$ cat src/rtl/alu_sequencer_pkg.sv
// Shared constants for the ALU sequencer: default widths, FSM state codes
// and bit offsets of the fields inside a program entry.
// Program entry layout (MSB..LSB): {opcode[M], rd[2], rs1[2], rs2[2]}.
package alu_sequencer_pkg;

  localparam int N_DEF = 4;   // operand/result width
  localparam int M_DEF = 4;   // ALU instruction width
  localparam int D_DEF = 16;  // program memory depth

  // Field offsets within a program entry; the opcode occupies the top M bits.
  localparam int RS2_LSB = 0;
  localparam int RS1_LSB = 2;
  localparam int RD_LSB  = 4;
  localparam int OP_LSB  = 6;

  // FSM state encoding.
  localparam logic [2:0] ST_IDLE  = 3'd0;
  localparam logic [2:0] ST_FETCH = 3'd1;
  localparam logic [2:0] ST_ISSUE = 3'd2;
  localparam logic [2:0] ST_WB    = 3'd3;
  localparam logic [2:0] ST_DONE  = 3'd4;

endpackage

$ cat src/rtl/alu_regfile.sv
// Purpose: 4 x N register file, one synchronous write port, three combinational reads.
// Latency: reads are combinational; a write is visible the cycle after it is issued.
// Backpressure: none; the write port is always accepted.
// Ports: clk/rst_n clock and async active-low reset (clears all registers);
//        we_i/waddr_i/wdata_i write port; raddrN_i/rdataN_o read ports 0..2.
module alu_regfile
  import alu_sequencer_pkg::*;
#(
  parameter int N = N_DEF
) (
  input  logic         clk,
  input  logic         rst_n,
  input  logic         we_i,
  input  logic [1:0]   waddr_i,
  input  logic [N-1:0] wdata_i,
  input  logic [1:0]   raddr0_i,
  input  logic [1:0]   raddr1_i,
  input  logic [1:0]   raddr2_i,
  output logic [N-1:0] rdata0_o,
  output logic [N-1:0] rdata1_o,
  output logic [N-1:0] rdata2_o
);

  logic [N-1:0] regs_q [4];

  always_ff @(posedge clk or negedge rst_n) begin
    if (!rst_n) begin
      for (int i = 0; i < 4; i++) begin
        regs_q[i] <= '0;
      end
    end else if (we_i) begin
      regs_q[waddr_i] <= wdata_i;
    end
  end

  assign rdata0_o = regs_q[raddr0_i];
  assign rdata1_o = regs_q[raddr1_i];
  assign rdata2_o = regs_q[raddr2_i];

endmodule

$ cat src/rtl/alu_sequencer.sv
// Purpose: steps a stored program through an external combinational ALU, writing results to a regfile.
// Latency: 3 cycles per instruction (FETCH, ISSUE, WB); done pulses 3*prog_len+1 cycles after start.
// Backpressure: none; prog_we, reg_we and start are dropped unless the sequencer is IDLE.
// Ports: clk/rst_n; prog_we/prog_addr/prog_data program load; reg_we/reg_addr/reg_wdata preload,
//        reg_rdata readback; start/prog_len launch; busy/done status; alu_a/alu_b/alu_instr to the
//        external ALU, alu_result back from it.
module alu_sequencer
  import alu_sequencer_pkg::*;
#(
  parameter  int N  = N_DEF,
  parameter  int M  = M_DEF,
  parameter  int D  = D_DEF,
  localparam int PW = $clog2(D)
) (
  input  logic          clk,
  input  logic          rst_n,
  input  logic          prog_we,
  input  logic [PW-1:0] prog_addr,
  input  logic [M+5:0]  prog_data,
  input  logic          reg_we,
  input  logic [1:0]    reg_addr,
  input  logic [N-1:0]  reg_wdata,
  output logic [N-1:0]  reg_rdata,
  input  logic          start,
  input  logic [PW:0]   prog_len,
  output logic          busy,
  output logic          done,
  output logic [N-1:0]  alu_a,
  output logic [N-1:0]  alu_b,
  output logic [M-1:0]  alu_instr,
  input  logic [N-1:0]  alu_result
);

  logic [2:0]   state_q, state_d;
  // pc/len carry one extra bit so a full-depth program (len == D) is representable.
  logic [PW:0]  pc_q, pc_d;
  logic [PW:0]  len_q, len_d;
  logic [PW:0]  pc_inc;
  logic [PW:0]  len_clamped;
  logic [M+5:0] ir_q, ir_d;
  logic [N-1:0] alu_a_q, alu_a_d;
  logic [N-1:0] alu_b_q, alu_b_d;
  logic [M-1:0] alu_instr_q, alu_instr_d;

  logic [M+5:0] mem_q [D];

  logic         idle;
  logic         rf_we;
  logic [1:0]   rf_waddr;
  logic [N-1:0] rf_wdata;
  logic [N-1:0] rs1_dat, rs2_dat;

  assign idle        = (state_q == ST_IDLE);
  assign pc_inc      = pc_q + (PW+1)'(1);
  assign len_clamped = (prog_len > (PW+1)'(D)) ? (PW+1)'(D) : prog_len;

  // Program memory is deliberately left out of reset so a program survives an abort.
  always_ff @(posedge clk) begin
    if (prog_we && idle) begin
      mem_q[prog_addr] <= prog_data;
    end
  end

  // The regfile write port is shared: host preload while idle, ALU writeback in WB.
  assign rf_we    = (state_q == ST_WB) || (idle && reg_we);
  assign rf_waddr = (state_q == ST_WB) ? ir_q[RD_LSB +: 2] : reg_addr;
  assign rf_wdata = (state_q == ST_WB) ? alu_result : reg_wdata;

  alu_regfile #(.N(N)) u_regfile (
    .clk      (clk),
    .rst_n    (rst_n),
    .we_i     (rf_we),
    .waddr_i  (rf_waddr),
    .wdata_i  (rf_wdata),
    .raddr0_i (ir_q[RS1_LSB +: 2]),
    .raddr1_i (ir_q[RS2_LSB +: 2]),
    .raddr2_i (reg_addr),
    .rdata0_o (rs1_dat),
    .rdata1_o (rs2_dat),
    .rdata2_o (reg_rdata)
  );

  always_comb begin
    state_d     = state_q;
    pc_d        = pc_q;
    len_d       = len_q;
    ir_d        = ir_q;
    alu_a_d     = alu_a_q;
    alu_b_d     = alu_b_q;
    alu_instr_d = alu_instr_q;
    case (state_q)
      ST_IDLE: begin
        if (start) begin
          if (prog_len == '0) begin
            state_d = ST_DONE;
          end else begin
            state_d = ST_FETCH;
            pc_d    = '0;
            len_d   = len_clamped;
          end
        end
      end
      ST_FETCH: begin
        ir_d    = mem_q[pc_q[PW-1:0]];
        state_d = ST_ISSUE;
      end
      ST_ISSUE: begin
        // Operands are read here, one cycle before WB, so rs == rd sees the old value.
        alu_a_d     = rs1_dat;
        alu_b_d     = rs2_dat;
        alu_instr_d = ir_q[OP_LSB +: M];
        state_d     = ST_WB;
      end
      ST_WB: begin
        pc_d    = pc_inc;
        state_d = (pc_inc < len_q) ? ST_FETCH : ST_DONE;
      end
      ST_DONE: begin
        state_d = ST_IDLE;
      end
      default: begin
        state_d = ST_IDLE;
      end
    endcase
  end

  always_ff @(posedge clk or negedge rst_n) begin
    if (!rst_n) begin
      state_q     <= ST_IDLE;
      pc_q        <= '0;
      len_q       <= '0;
      ir_q        <= '0;
      alu_a_q     <= '0;
      alu_b_q     <= '0;
      alu_instr_q <= '0;
    end else begin
      state_q     <= state_d;
      pc_q        <= pc_d;
      len_q       <= len_d;
      ir_q        <= ir_d;
      alu_a_q     <= alu_a_d;
      alu_b_q     <= alu_b_d;
      alu_instr_q <= alu_instr_d;
    end
  end

  assign busy      = !idle;
  assign done      = (state_q == ST_DONE);
  assign alu_a     = alu_a_q;
  assign alu_b     = alu_b_q;
  assign alu_instr = alu_instr_q;

endmodule

$ cat config.mk
export PLATFORM = sky130hd
export DESIGN_NAME = alu_sequencer
export DESIGN_NICKNAME = d
export VERILOG_FILES = /design/src/rtl/alu_sequencer_pkg.sv /design/src/rtl/alu_regfile.sv /design/src/rtl/alu_sequencer.sv
export SDC_FILE = /design/constraint.sdc
export NUM_CORES = 1
export LEC_CHECK = 0
export ABC_AREA = 1
export CAP_MARGIN = 0
export CORE_MARGIN = 1.5
export CORE_UTILIZATION = 55
export CTS_CLUSTER_SIZE = 8
export DETAILED_ROUTE_END_ITERATION = 8
export GPL_TIMING_DRIVEN = 0
export HOLD_SLACK_MARGIN = 0.05
export PLACE_DENSITY = 0.76
export SLEW_MARGIN = 20
export SYNTH_ARGS = -nofsm -noshare
export SYNTH_HDL_FRONTEND = slang
export SYNTH_HIERARCHICAL = 1
export SYNTH_SLANG_ARGS = --single-unit
$ cat constraint.sdc
create_clock -name clk -period 2.9 [get_ports clk]
set_input_delay 0.435 -clock clk [delete_from_list [all_inputs] [get_ports clk]]
set_output_delay 0.435 -clock clk [all_outputs]
set_load 0.01 [all_outputs]
; Word level (Yosys, flattened, before mapping)
; Memory sizes are Yosys's and may differ from the RTL's. A register that Yosys moved wholly into a read port is not among the register bits.
; Cells that the tools add are included.
[classes]
bitwise_logic = 5
addsub = 1
n_eq_ne = 6
n_lt_le_gt_ge = 7
reduce_logical = 11
mux = 24
[op_table]
columns = cell, count
row1 = $mux 4, 8
row2 = $bmux 4 s2, 3
row3 = $bwmux 16, 1
row4 = $mux 5, 3
row5 = $ge 3x3->1 const B, 4
row6 = $not 2->3, 4
row7 = $pmux 3 s4, 1
row8 = $pmux 5 s2, 1
row9 = $mux 3, 3
row10 = $demux 4 s2, 1
row11 = $eq 3x2->1 const B, 2
row12 = $reduce_and 3->1, 2
row13 = $add 5x1->5 const B, 1
row14 = $gt 5x5->1 const B, 1
row15 = $logic_not 5->1, 1
row16 = $lt 5x5->1, 1
row17 = $ne 2x2->1 const B, 2
row18 = $eq 3x1->1 const B, 1
row19 = $eq 3x3->1 const B, 1
row20 = $logic_and 1x1->1, 3
row21 = $logic_not 3->1, 1
row22 = $lt 3x1->1 const B, 1
row23 = $logic_not 1->1, 2
row24 = $mux 1, 2
row25 = other kinds (4), 4
[word_totals]
out_inout_bits = 18
reg_bits = 41
memories = 1
ramBits = 160
elab_cells = 65
[memory_table]
columns = memory, depth, width, read_ports, rd_clocked_by_memory_dff, wr, line_no
row1 = mem_q, 16, 10, 1, 1, 1, alu_sequencer.sv:45  ; logic [M+5:0] mem_q [D];

; Longest topological paths before layout
[depth]
ltp_word = 8
mapped_depth = 11

; By module
; The synthesis kept the hierarchy.
[by_module_without_submodules]
columns = module, area_per_inst_um2, cells_per_inst, seq_area_each_um2, instances
row1 = alu_sequencer, 8240.4, 733, 5680.4, 1
row2 = alu_regfile, 1134.8, 181, 400.4, 1

; Worst setup path before layout
; Ideal clock, no wire load.
[synth_path]
path_kind = register to register
start = register state_q[1]
end = memory mem_q[13][0] (netlist bit) (enable)
setup_slack_ps = 1029
setup_ps = 376
path_stages_with_launch = 8
t_arrival_ps = 1495
required_ps = 2524
cell_sequence = dfrtp_1 > inv_2 > nand2_4 > nor2_4 > inv_2 > nor2_4 > nand3_1 > nor2_1
[synth_between]
elab_chain_len = 4
[synth_rtl]
columns = item, line_no
row1 = start: declaration, alu_sequencer.sv:34  ; logic [2:0] state_q, state_d;
row2 = start signal: assignment, alu_sequencer.sv:137  ; state_q <= state_d;
row3 = $logic_not 3->1, alu_sequencer.sv:53  ; assign idle = (state_q == ST_IDLE);
row4 = $logic_and 1x1->1, alu_sequencer.sv:59  ; if (prog_we && idle) begin
row5 = $mux 1, alu_sequencer.sv:59
row6 = $mux 1 (not written as such), alu_sequencer.sv:60  ; mem_q[prog_addr] <= prog_data;
row7 = end: declaration, alu_sequencer.sv:45
; Every way passes these cells.

; Worst setup path after layout
[layout_path]
start = input port reg_addr[0]
end = output port reg_rdata[1]
[layout_between]
elab_chain_len = 4
[layout_rtl]
columns = item, line_no
row1 = start: declaration, alu_sequencer.sv:21  ; input logic [1:0] reg_addr,
row2 = $not 2->3 (not written as such), alu_regfile.sv:38  ; assign rdata2_o = regs_q[raddr2_i];
row3 = $bmux 4 s2, alu_regfile.sv:38
row4 = $mux 4 (not written as such) (2 in a row), alu_regfile.sv:38
row5 = end: declaration, alu_sequencer.sv:23  ; output logic [N-1:0] reg_rdata,
; Every way passes these cells. The select of a mux whose other input is x is not followed.

==> metrics list <==
* Placed wire-length estimate after detailed placement: around 15 mm
- In this run the number of H-tree levels came out at 1.
* Worst-case headroom to the max-slew limit: 0.291
- In this run the critical register-to-register path is launched from state_q[1].
* Number of clock buffers inserted by TritonCTS: 30
* Final number of max-transition violations: 0
* Min-delay worst type: in -> async
- Clock tree synthesis found a total of 211 sinks.
- CTS max path bufs: 3
- Critical R2R Capture: mem_q[1][4]
- For the worst setup path, the data required time is 2470 ps.
- Prior to clock tree synthesis, the placed netlist has a worst setup slack of between 300 and 400 ps.
* Non-filler cells, final: roughly 1200
- Worst IR Drop VDD: 0.657 mV
* Post-CTS setup buffer count: 0
* Area contributors post-synth: edfxtp_1 (51%), nand2_1 (15%), dfrtp_1 (14%), nand3_1 (7.9%), inv_1 (1.8%)
- Cell area power density: 987 nW/um^2
* Starting density of the core: 0.563
- Entering global routing, the biggest net connects 52 pins.
* Routed via count divided by cell count: 5.55
* Post-detailed-routing wire length: 22.1 mm
- In this run the worst path has a maximum fanout of 9.
- Site row count: 47
* Detailed Routing Iterations Pass 1: 6
- For the finished layout, the period the worst path requires is 2540 ps.
- Dividing the detail-routed wire length by the instance count gives roughly 18 um.
- The analysis attributes to cell leakage a power of 4.61 nW.
- For this run, design rule violations remaining after detail routing come to 0.
- Post-Route Hold Slack: 469 ps
- The number of antenna violations at the first check in global routing was 0.
* Worst clock skew: between 40 and 50 ps
- 0 antenna diodes ended up in the layout.
- Data on the critical path arrives at its endpoint at 2100 ps.
* Residual overflow from global routing: 0
- Final period utilization: 0.875
- The first global-routing pass estimated 34.7 mm of wire.
* Fraction of layout cells with a size suffix above 1: 0.110
* Hold violation count in the final report: 0
- The worst setup path is captured at an output pin.
* Via count of the first global-routing pass: 6622
- Cell taking the most area after synthesis: edfxtp_1
- The number of cells on the worst reg-to-reg path is 7.
- Worst path setup slack after routing: roughly 360 ps
- The run finished with clean final reports.
- Master cell of the clock root buffer: clkbuf_16
- Post-cts resize count: 0
* Global router's overall resource usage: 0.255
- Synthesized flop and latch total: 211
- The mapped netlist covers between 9000 and 10000 sq um.
- During synthesis, Yosys emitted a total of 6 warnings.
- The area growth from synthesis to layout is 17.3%.
* Drt initial violations: 720
- Clock-pin slew was measured on the worst setup and hold paths at 50 ps.
* X dimension of the die: 134 um
- The library cell used most frequently in the layout, excluding fill and tap cells, is nand2_1.
- In this run the tool buffered the top-level ports with 51 buffer cells.
- Io pins: 52
* Syn Nets: ~950
- Type of element launching the critical path: primary input
* # setup viols final: 0
* Sequential element share of the synthesized area: 0.649
- The completed layout was analyzed and its total power is 10.9 mW.
- After detailed placement, the design holds a cell count of 1185.
- Post-synth EDFFs: 160
* Setup TNS: 0 ps
* Synthesized area per cell: 10.3 sq um
* Remaining antenna violation count: 0
* Synth async-reset ratio: 0.242
- The share of synthesized area in the top cell type comes to 0.512.
- The final layout contains 1037 nets.
* Register-to-register path setup slack: 460 ps
* Instance count of the mapped netlist: 914
- The die covers around 18000 sq um.
- Yosys cell types: 32
- After filler insertion, the fill cell instance count of the layout stands at 1263.
- WS Path Type: in -> out
* Unrepaired setup endpoints after global routing: false
* Top FF cell, synth: edfxtp_1
- Vias: 6796
- Clk Latency, worst-skew pair: about 570 ps
- Leading cell types in the layout, fill and taps excluded: nand2_1 (369), edfxtp_1 (160), nand3_1 (148), dfrtp_1 (51), clkdlybuf4s50_1 (50)
- Number of maximum-capacitance constraint violations: 0
* TritonCTS clock tree: yes
- Slew at the pin closest to its max-slew limit: 1060 ps
* Die Ht: between 100 and 150 um
* Core area: between 15000 and 20000 sq um
- Global placement routability congestion: 0.926
- Timing would allow up to 394 MHz.
==> synth_stat cells (2+ instances only) <==
| cell type | n |
|---|---|
| dfrtp_1 | 51 |
| nand3_4 | 2 |
| nand3_1 | 148 |
| nand4_1 | 14 |
| o21ai_0 | 6 |
| inv_4 | 3 |
| nand2_2 | 2 |
| nand2_1 | 369 |
| buf_6 | 10 |
| nand3_2 | 4 |
| ha_1 | 5 |
| nor2_1 | 24 |
| o22ai_1 | 2 |
| nor2_4 | 2 |
| mux2_2 | 11 |
| xor2_1 | 3 |
| buf_2 | 22 |
| inv_2 | 8 |
| inv_1 | 44 |
| buf_4 | 7 |
| a21oi_1 | 3 |
| o21ai_1 | 4 |
| nand2_4 | 2 |
| edfxtp_1 | 160 |
==> report_power, final <==
part           internal (mW)  switching (mW)  leakage, nW
Clock                   1.93            1.20        0.402
Combinational           1.40            2.48         2.12
Sequential              3.64           0.213         2.09
Total                   6.96            3.90         4.61
==> per-stage QoR <==
step / area (sq um) / util
floorplan: 9380 / -
global placement: 10200 / 0.611
detailed placement: 10200 / 0.610
CTS: 11000 / 0.661
global route: 11000 / 0.661
finish: 11000 / 0.661
==> final cells by class <==
cell class	instances	area [sq um]	area share
plain buffers	41	287	0.0260
clock buffers	36	773	0.0703
clock inverters	2	60.1	0.00546
inverters	55	214	0.0194
multi-input cells	607	2790	0.254
flip-flops and latches	211	6080	0.553
well taps	220	275	0.0250
repair buffers	52	518	0.0471
==> worst max-delay path, stage by stage <==
cell             delay [ps]
clkdlybuf4s50_1         510
buf_2                   210
inv_1                   160
nand2_1                 100
nand3_1                  70
nand2_1                  90
clkdlybuf4s50_1         530
==> layer usage <==
| layer | vias to the layer above | GRT usage | part of all wire |
|---|---|---|---|
| met5 | - | 0 | 0 |
| met4 | 0 | 0.130 | 0.055 |
| met3 | 80 | 0.0464 | 0.082 |
| met2 | 317 | 0.405 | 0.46 |
| met1 | 3173 | 0.339 | 0.40 |
| li1 | 3226 | - | - |
==> state kept, by name (all words and copies together), names as in the netlist <==
signal	cells
mem_q	160
pc_q	5
state_q	3
len_q	5
ir_q	10
alu_instr	4
alu_a	4
alu_b	4
u_regfile/regs_q	16
==> repair_timing <==
item                                    CTS  global route
hold buffers                              1             0
endpoints found under the setup margin    0             0
endpoints found under the hold margin    51             0
==> how the worst max path moves through the flow <==
stage	startpoint	endpoint	slack, ps
6_report	reg_addr[0]	reg_rdata[1]	360
5_1_grt	reg_addr[0]	reg_rdata[0]	280
4_1_cts	reg_addr[0]	reg_rdata[1]	380
3_5_place_dp	prog_we	mem_q[1][4]	320
3_3_place_gp	rst_n	alu_instr[0]	-90
2_1_floorplan	state_q[1]	mem_q[13][0]	1030
==> cell families after synthesis <==
kind of cell,synth area share
and+or+nand+nor,0.264
DFF,0.649
buffers and inverters,0.0534
AOI/OAI and AO/OA,0.00988
muxes,0.0144
adders and majority gates,0.00667
xor gates and xnor gates,0.00280
(Power assumes the default switching activity.)
